## src/rtl/fetch_pkg.sv

```systemverilog
// fetch_pkg: shared state codes and constants for the instruction-fetch front end
package fetch_pkg;
  localparam logic [0:0] IDLE = 1'b0;
  localparam logic [0:0] RUN = 1'b1;
  localparam int unsigned INSTR_STEP = 4;
  localparam logic [31:0] NOP = 32'h0000_0013;
endpackage

```

## src/rtl/fetch_fifo.sv

```systemverilog
// fetch_fifo: synchronous FIFO with flush and occupancy count, wrap-around pointers
module fetch_fifo
  import fetch_pkg::*;
#(
  parameter int DEPTH = 4,
  parameter int W = 96
) (
  input  logic                   clk,
  input  logic                   rst,
  input  logic                   push_i,
  input  logic                   pop_i,
  input  logic                   flush_i,
  input  logic [W-1:0]           wdata_i,
  output logic [W-1:0]           rdata_o,
  output logic [$clog2(DEPTH):0] count_o
);
  localparam int AW = $clog2(DEPTH);
  logic [W-1:0] mem_q [DEPTH];
  logic [AW-1:0] rd_q, wr_q;
  logic [AW:0] cnt_q;
  logic do_push, do_pop;
  assign do_pop = pop_i & (cnt_q != '0);
  // a push into a full queue is accepted only when the head leaves the same cycle
  assign do_push = push_i & ((cnt_q != (AW+1)'(DEPTH)) | do_pop);
  assign rdata_o = mem_q[rd_q];
  assign count_o = cnt_q;
  always_ff @(posedge clk) begin
    if (rst) begin
      rd_q <= '0;
      wr_q <= '0;
      cnt_q <= '0;
      for (int i = 0; i < DEPTH; i++) mem_q[i] <= '0;
    end else if (flush_i) begin
      wr_q <= rd_q;
      cnt_q <= '0;
    end else begin
      if (do_push) begin
        mem_q[wr_q] <= wdata_i;
        wr_q <= wr_q + AW'(1);
      end
      if (do_pop) rd_q <= rd_q + AW'(1);
      cnt_q <= cnt_q + (AW+1)'(do_push) - (AW+1)'(do_pop);
    end
  end
endmodule

```

## src/rtl/fetch_unit.sv

```systemverilog
// fetch_unit: PC, SRAM read issue and fetch queue feeding decode.
// FETCH_BYPASS_EN: a response arriving at an empty queue with decode ready goes straight to out_*.
module fetch_unit
  import fetch_pkg::*;
#(
  parameter int DATA_W = 64,
  parameter int INSTR_W = 32,
  parameter int DEPTH = 4,
  parameter logic [DATA_W-1:0] RESET_PC = '0
) (
  input  logic                       clk,
  input  logic                       rst,
  input  logic                       enable,
  input  logic                       redirect_valid,
  input  logic [DATA_W-1:0]          redirect_pc,
  output logic [DATA_W-1:0]          imem_addr,
  output logic                       imem_ren,
  input  logic [INSTR_W-1:0]         imem_rdata,
  output logic                       out_valid,
  input  logic                       out_ready,
  output logic [INSTR_W-1:0]         out_instr,
  output logic [DATA_W-1:0]          out_pc,
  output logic [DATA_W-1:0]          out_updated_pc,
  output logic [$clog2(DEPTH):0]     occupancy
);
  localparam int CW = $clog2(DEPTH) + 1;
  localparam logic [DATA_W-1:0] STEP = DATA_W'(INSTR_STEP);
  logic [0:0] state_q, state_d;
  logic [DATA_W-1:0] pc_q, pc_d, resp_pc_q, tgt;
  logic inflight_q, issue, bypass, push, pop;
  logic [DATA_W+INSTR_W-1:0] head;
  logic [CW-1:0] fifo_cnt;
  assign tgt = redirect_pc & ~DATA_W'(3);
  // credit counts the word still in the SRAM pipe so a full queue never overflows
  assign issue = enable & (redirect_valid | ((state_q == RUN) & ((fifo_cnt + CW'(inflight_q)) < CW'(DEPTH))));
  assign imem_ren = issue;
  assign imem_addr = redirect_valid ? tgt : pc_q;
  assign state_d = enable ? RUN : IDLE;
  assign pc_d = issue ? imem_addr + STEP : redirect_valid ? tgt : pc_q;
`ifdef FETCH_BYPASS_EN
  assign bypass = inflight_q & ~redirect_valid & out_ready & (fifo_cnt == '0);
`else
  assign bypass = 1'b0;
`endif
  // a redirect kills the response arriving this cycle and any same-cycle pop
  assign push = inflight_q & ~redirect_valid & ~bypass;
  assign pop = out_ready & ~redirect_valid;
  fetch_fifo #(.DEPTH(DEPTH), .W(DATA_W + INSTR_W)) u_fifo (
    .clk(clk),
    .rst(rst),
    .push_i(push),
    .pop_i(pop),
    .flush_i(redirect_valid),
    .wdata_i({resp_pc_q, imem_rdata}),
    .rdata_o(head),
    .count_o(fifo_cnt)
  );
  assign out_valid = bypass | (fifo_cnt != '0);
  assign out_instr = bypass ? imem_rdata : head[INSTR_W-1:0];
  assign out_pc = bypass ? resp_pc_q : head[DATA_W+INSTR_W-1:INSTR_W];
  assign out_updated_pc = out_pc + STEP;
  assign occupancy = fifo_cnt;
  always_ff @(posedge clk) begin
    if (rst) begin
      state_q <= IDLE;
      pc_q <= RESET_PC;
      inflight_q <= 1'b0;
      resp_pc_q <= '0;
    end else begin
      state_q <= state_d;
      pc_q <= pc_d;
      inflight_q <= issue;
      resp_pc_q <= issue ? imem_addr : resp_pc_q;
    end
  end
endmodule

```

## config.mk

```make
export PLATFORM = sky130hd
export DESIGN_NAME = fetch_unit
export DESIGN_NICKNAME = d
export VERILOG_FILES = /design/src/rtl/fetch_pkg.sv /design/src/rtl/fetch_fifo.sv /design/src/rtl/fetch_unit.sv
export SDC_FILE = /design/constraint.sdc
export NUM_CORES = 1
export LEC_CHECK = 0
export ABC_AREA = 1
export CAP_MARGIN = 0
export CORE_ASPECT_RATIO = 0.5
export CORE_MARGIN = 1
export CORE_UTILIZATION = 56
export CTS_BUF_LIST = sky130_fd_sc_hd__clkbuf_16
export DETAILED_ROUTE_END_ITERATION = 10
export PLACE_DENSITY = 0.8
export SYNTH_ARGS = -nofsm -noshare
export SYNTH_HDL_FRONTEND = slang
export SYNTH_SLANG_ARGS = --single-unit
```

## constraint.sdc

```tcl
create_clock -name clk -period 13.3 [get_ports clk]
set_clock_uncertainty 0.15 [all_clocks]
set_input_delay 2.66 -clock clk [delete_from_list [all_inputs] [get_ports clk]]
set_output_delay 2.66 -clock clk [all_outputs]
set_load 0.02 [all_outputs]
```

==> summary.txt <==
Yosys
  • Main combinational cell family by area after synthesis: simple AND/OR/NAND/NOR gates
  • Ys flop type: edfxtp_1
  • Sequential share of the synthesized area: between 50% and 60%
  • Number of enable flip-flop cells after synthesis: approximately 380
  • Syn Inst Count: approximately 3400
  • XOR/XNOR Fraction of Synth Area: around 1.1%
  • Netlist cell types: 41
  • Post-synthesis register bit count: roughly 520
  • Post-Syn Area: about 0.027 mm2
  • Yosys warning count: 0
  • Synth async-reset ratio: 0%
  • Post-synthesis mux area share: 0%
  • Synth area leader: edfxtp_1
  • Mapped Nets: 3464
  • Compound-cell area share of the yosys netlist: 6.23%
  • Synth top area share: around 43%
  • Mapped Avg Cell Area: ~8.0 um2
  • Synth Area in Adders: less than 1%
  • Simple-gate portion of the synthesized area: between 20% and 30%
  • Synth top area cells: edfxtp_1 43%, nand2_1 11%, nor2_1 11%, dfxtp_1 10%, inv_1 5.5%

CTS
  • Clock root cell: clkbuf_16
  • CTS resizes: 0
  • Hold-fix buffers, CTS: 0
  • Htree depth: 2
  • Total CTS buffers: 46
  • Maximum clock path buffer count: 3
  • Clk Latency, worst-skew pair: approximately 580 ps
  • Clock transition at the registers of the reported paths: 70 ps
  • CTS tree: done
  • CTS Sinks: 523
  • Setup repair bufs after CTS: 0

Cells and area
  • Antenna cells: 0
  • Fin cells: ~4300
  • # fillers: just under 4000
  • Area occupied by multi-input gates: just over 0.01 mm2
  • Ratio of cells with drive above 1 in the final layout: between 6 and 7%
  • Most frequent cells in the layout: 790 x nand2_1, 751 x nor2_1, 405 x inv_1, 384 x edfxtp_1, 325 x clkdlybuf4s50_1
  • FF+latch area: between 0.01 and 0.015 mm2
  • Area growth, synth to finish: 18.2%
  • Commonest non-fill, non-tap cell in the layout: nand2_1
  • Fin area: around 0.032 mm2
  • Fin nets: ~3700

Floorplan
  • Die Y: 157 um
  • # rows: 56
  • Starting density of the core: 57.0%
  • Core ar.: 0.0470 mm2
  • Die area: just under 0.05 mm2
  • I/O Pins: 330
  • Die W: approximately 310 um

Timing
  • Max_slew headroom: around a quarter
  • Fin crit share: 59.2%
  • # setup viols final: 0
  • Max Slew Vio Count: 0
  • Final hold violations: 0
  • Max Fclk: ~130 MHz
  • Setup TNS: 0 ps
  • RSZ-0062 raised after global routing: false
  • Least-Margin Pin Slew: between 1000 and 1500 ps
  • Final min period: a little under 8000 ps

Detailed routing
  • Initial DRC count: 2543
  • Via Count: 23500
  • Drt via density: about 5.5
  • DRT Pass-1 Iters: 7
  • DR WL/cell: between 15 and 20 um
  • Total Wirelength: approximately 80000 um
  • DRC Markers: 0
  • Antenna Violating Nets Remaining: 0

Placed design
  • I/O Buffers: 327
  • DP HPWL: roughly 55000 um
  • Placed instance area: ~0.030 mm2
  • GP Congestion: 1.00
  • Placed cell count: approximately 4200

Critical path
  • CP delay by family, top: buffers and inverters
  • Req. time, crit path: approximately 10000 ps
  • Setup crit start kind: input pin
  • Crit. path cell count: 5
  • Critical Path AT: just over 5000 ps
  • Crit Path Class: in -> out
  • Crit path capture type: output pin
  • CP Max Fanout: 63
  • Most frequent cell on the critical path: buf_4
  • Slowest CP cell: clkdlybuf4s50_1
  • Reg2Reg Depth: 8
  • WP buf/inv: 4
  • CP Cell Sequence: buf_4, buf_4, o21ai_0, inv_1, clkdlybuf4s50_1
  • CP peak stage delay: roughly 690 ps

Global route
  • Antenna violations before repair: 1
  • Vias in the first global route: roughly 23000
  • Grt total ovfl: 0
  • Largest net degree at the start of global routing: approximately 100
  • GRT Total Usage: about a third
  • Global-route wire length before repair: roughly 120000 um

Power
  • Peak supply drop: between 0.08 and 0.09 mV
  • Pwr Density: between 100 and 150 mW/mm2
  • Lkg Pwr: approximately 13 nW

Flow run
  • MaxCap Viol Count: 0

Worst hold path
  • Min-Delay Path Depth: 2
  • Hold Path Class: reg -> reg

Outcome
  • Status: completed
==> state kept, by name, summed over array words and instances (netlist names), named ones only <==
signal,flops
inflight_q,1
state_q,1
resp_pc_q,64
u_fifo.rd_q,2
u_fifo.wr_q,2
u_fifo.count_o,3
pc_q,64
u_fifo.mem_q,384
==> logic make-up (layout without fill, tap and decap cells) <==
logic type | Yosys count | after routing
adders and majority gates | 5 | 5
xor gates and xnor gates | 34 | 34
DFF | 523 | 523
AOI/OAI and AO/OA | 297 | 297
and+or+nand+nor | 1929 | 1929
buffers and inverters | 570 | 852
==> path summary, 6_finish.rpt <==
check | start | end | slack (ps)
setup / recovery | redirect_valid | imem_addr[58] | 5430
hold / removal | pc_q[0] | pc_q[0] | 290
setup reg to reg | u_fifo.count_o[1] | u_fifo.mem_q[2][7] | 9440
hold reg to reg | pc_q[0] | pc_q[0] | 290
==> stage by stage <==
| step | utilization (%) | worst slack (ps) | hold WS [ps] | power [mW] |
|---|---|---|---|---|
| after floorplan | - | 2150 | 267 | 2.14 |
| after global placement | 64.4 | 5500 | 273 | 2.34 |
| after detailed placement | 64.4 | 5480 | 286 | 2.34 |
| after CTS | 67.4 | 5460 | 296 | 3.60 |
| after global routing | 67.4 | 5220 | 330 | 3.71 |
| final | 67.4 | 5430 | 293 | 3.61 |
==> layer usage <==
metal / vias up / GRT usage (%) / wire length, um / part of all wire (%)
met2: 1138 / 55.4 / 39000 / 48
met1: 11000 / 42.2 / 31900 / 39
met3: 173 / 6.79 / 8400 / 10
met4: 0 / 12.5 / 2780 / 3.4
met5: - / 0 / 0 / 0
li1: 11200 / - / - / -
==> area by class of cell <==
type	count	share of cell area, %
Timing Repair Buffer	353	10.9
Tap cell	638	2.52
Clock inverter	38	0.727
Clock buffer	47	3.71
Inverter	414	4.92
Sequential cell	523	45.2
Multi-Input combinational cell	2265	32.0
==> tightest hold or removal path, stage by stage (launching register included) <==
cell and delay (ps):
dfxtp_1 300, inv_1 60, nor2_1 40
==> power breakdown <==
| group | switching, mW | total (mW) | leakage (nW) | internal, mW |
|---|---|---|---|---|
| Sequential | 0.0230 | 1.84 | 5.12 | 1.82 |
| Combinational | 0.315 | 0.474 | 6.69 | 0.159 |
| Clock | 0.622 | 1.29 | 0.720 | 0.667 |
| Total | 0.960 | 3.61 | 12.5 | 2.65 |
==> Yosys cell counts (all sizes together), types with 4 or more instances <==
library cell and count:
a21oi 70, a31oi 7, buf 86, clkbuf 70
clkinv 4, dfxtp 139, edfxtp 384, ha 4
inv 410, nand2 846, nand3 215, nand4 20
nor2 803, nor3 38, o21ai 141, o22ai 72
xor2 34
(Power assumes the default switching activity.)
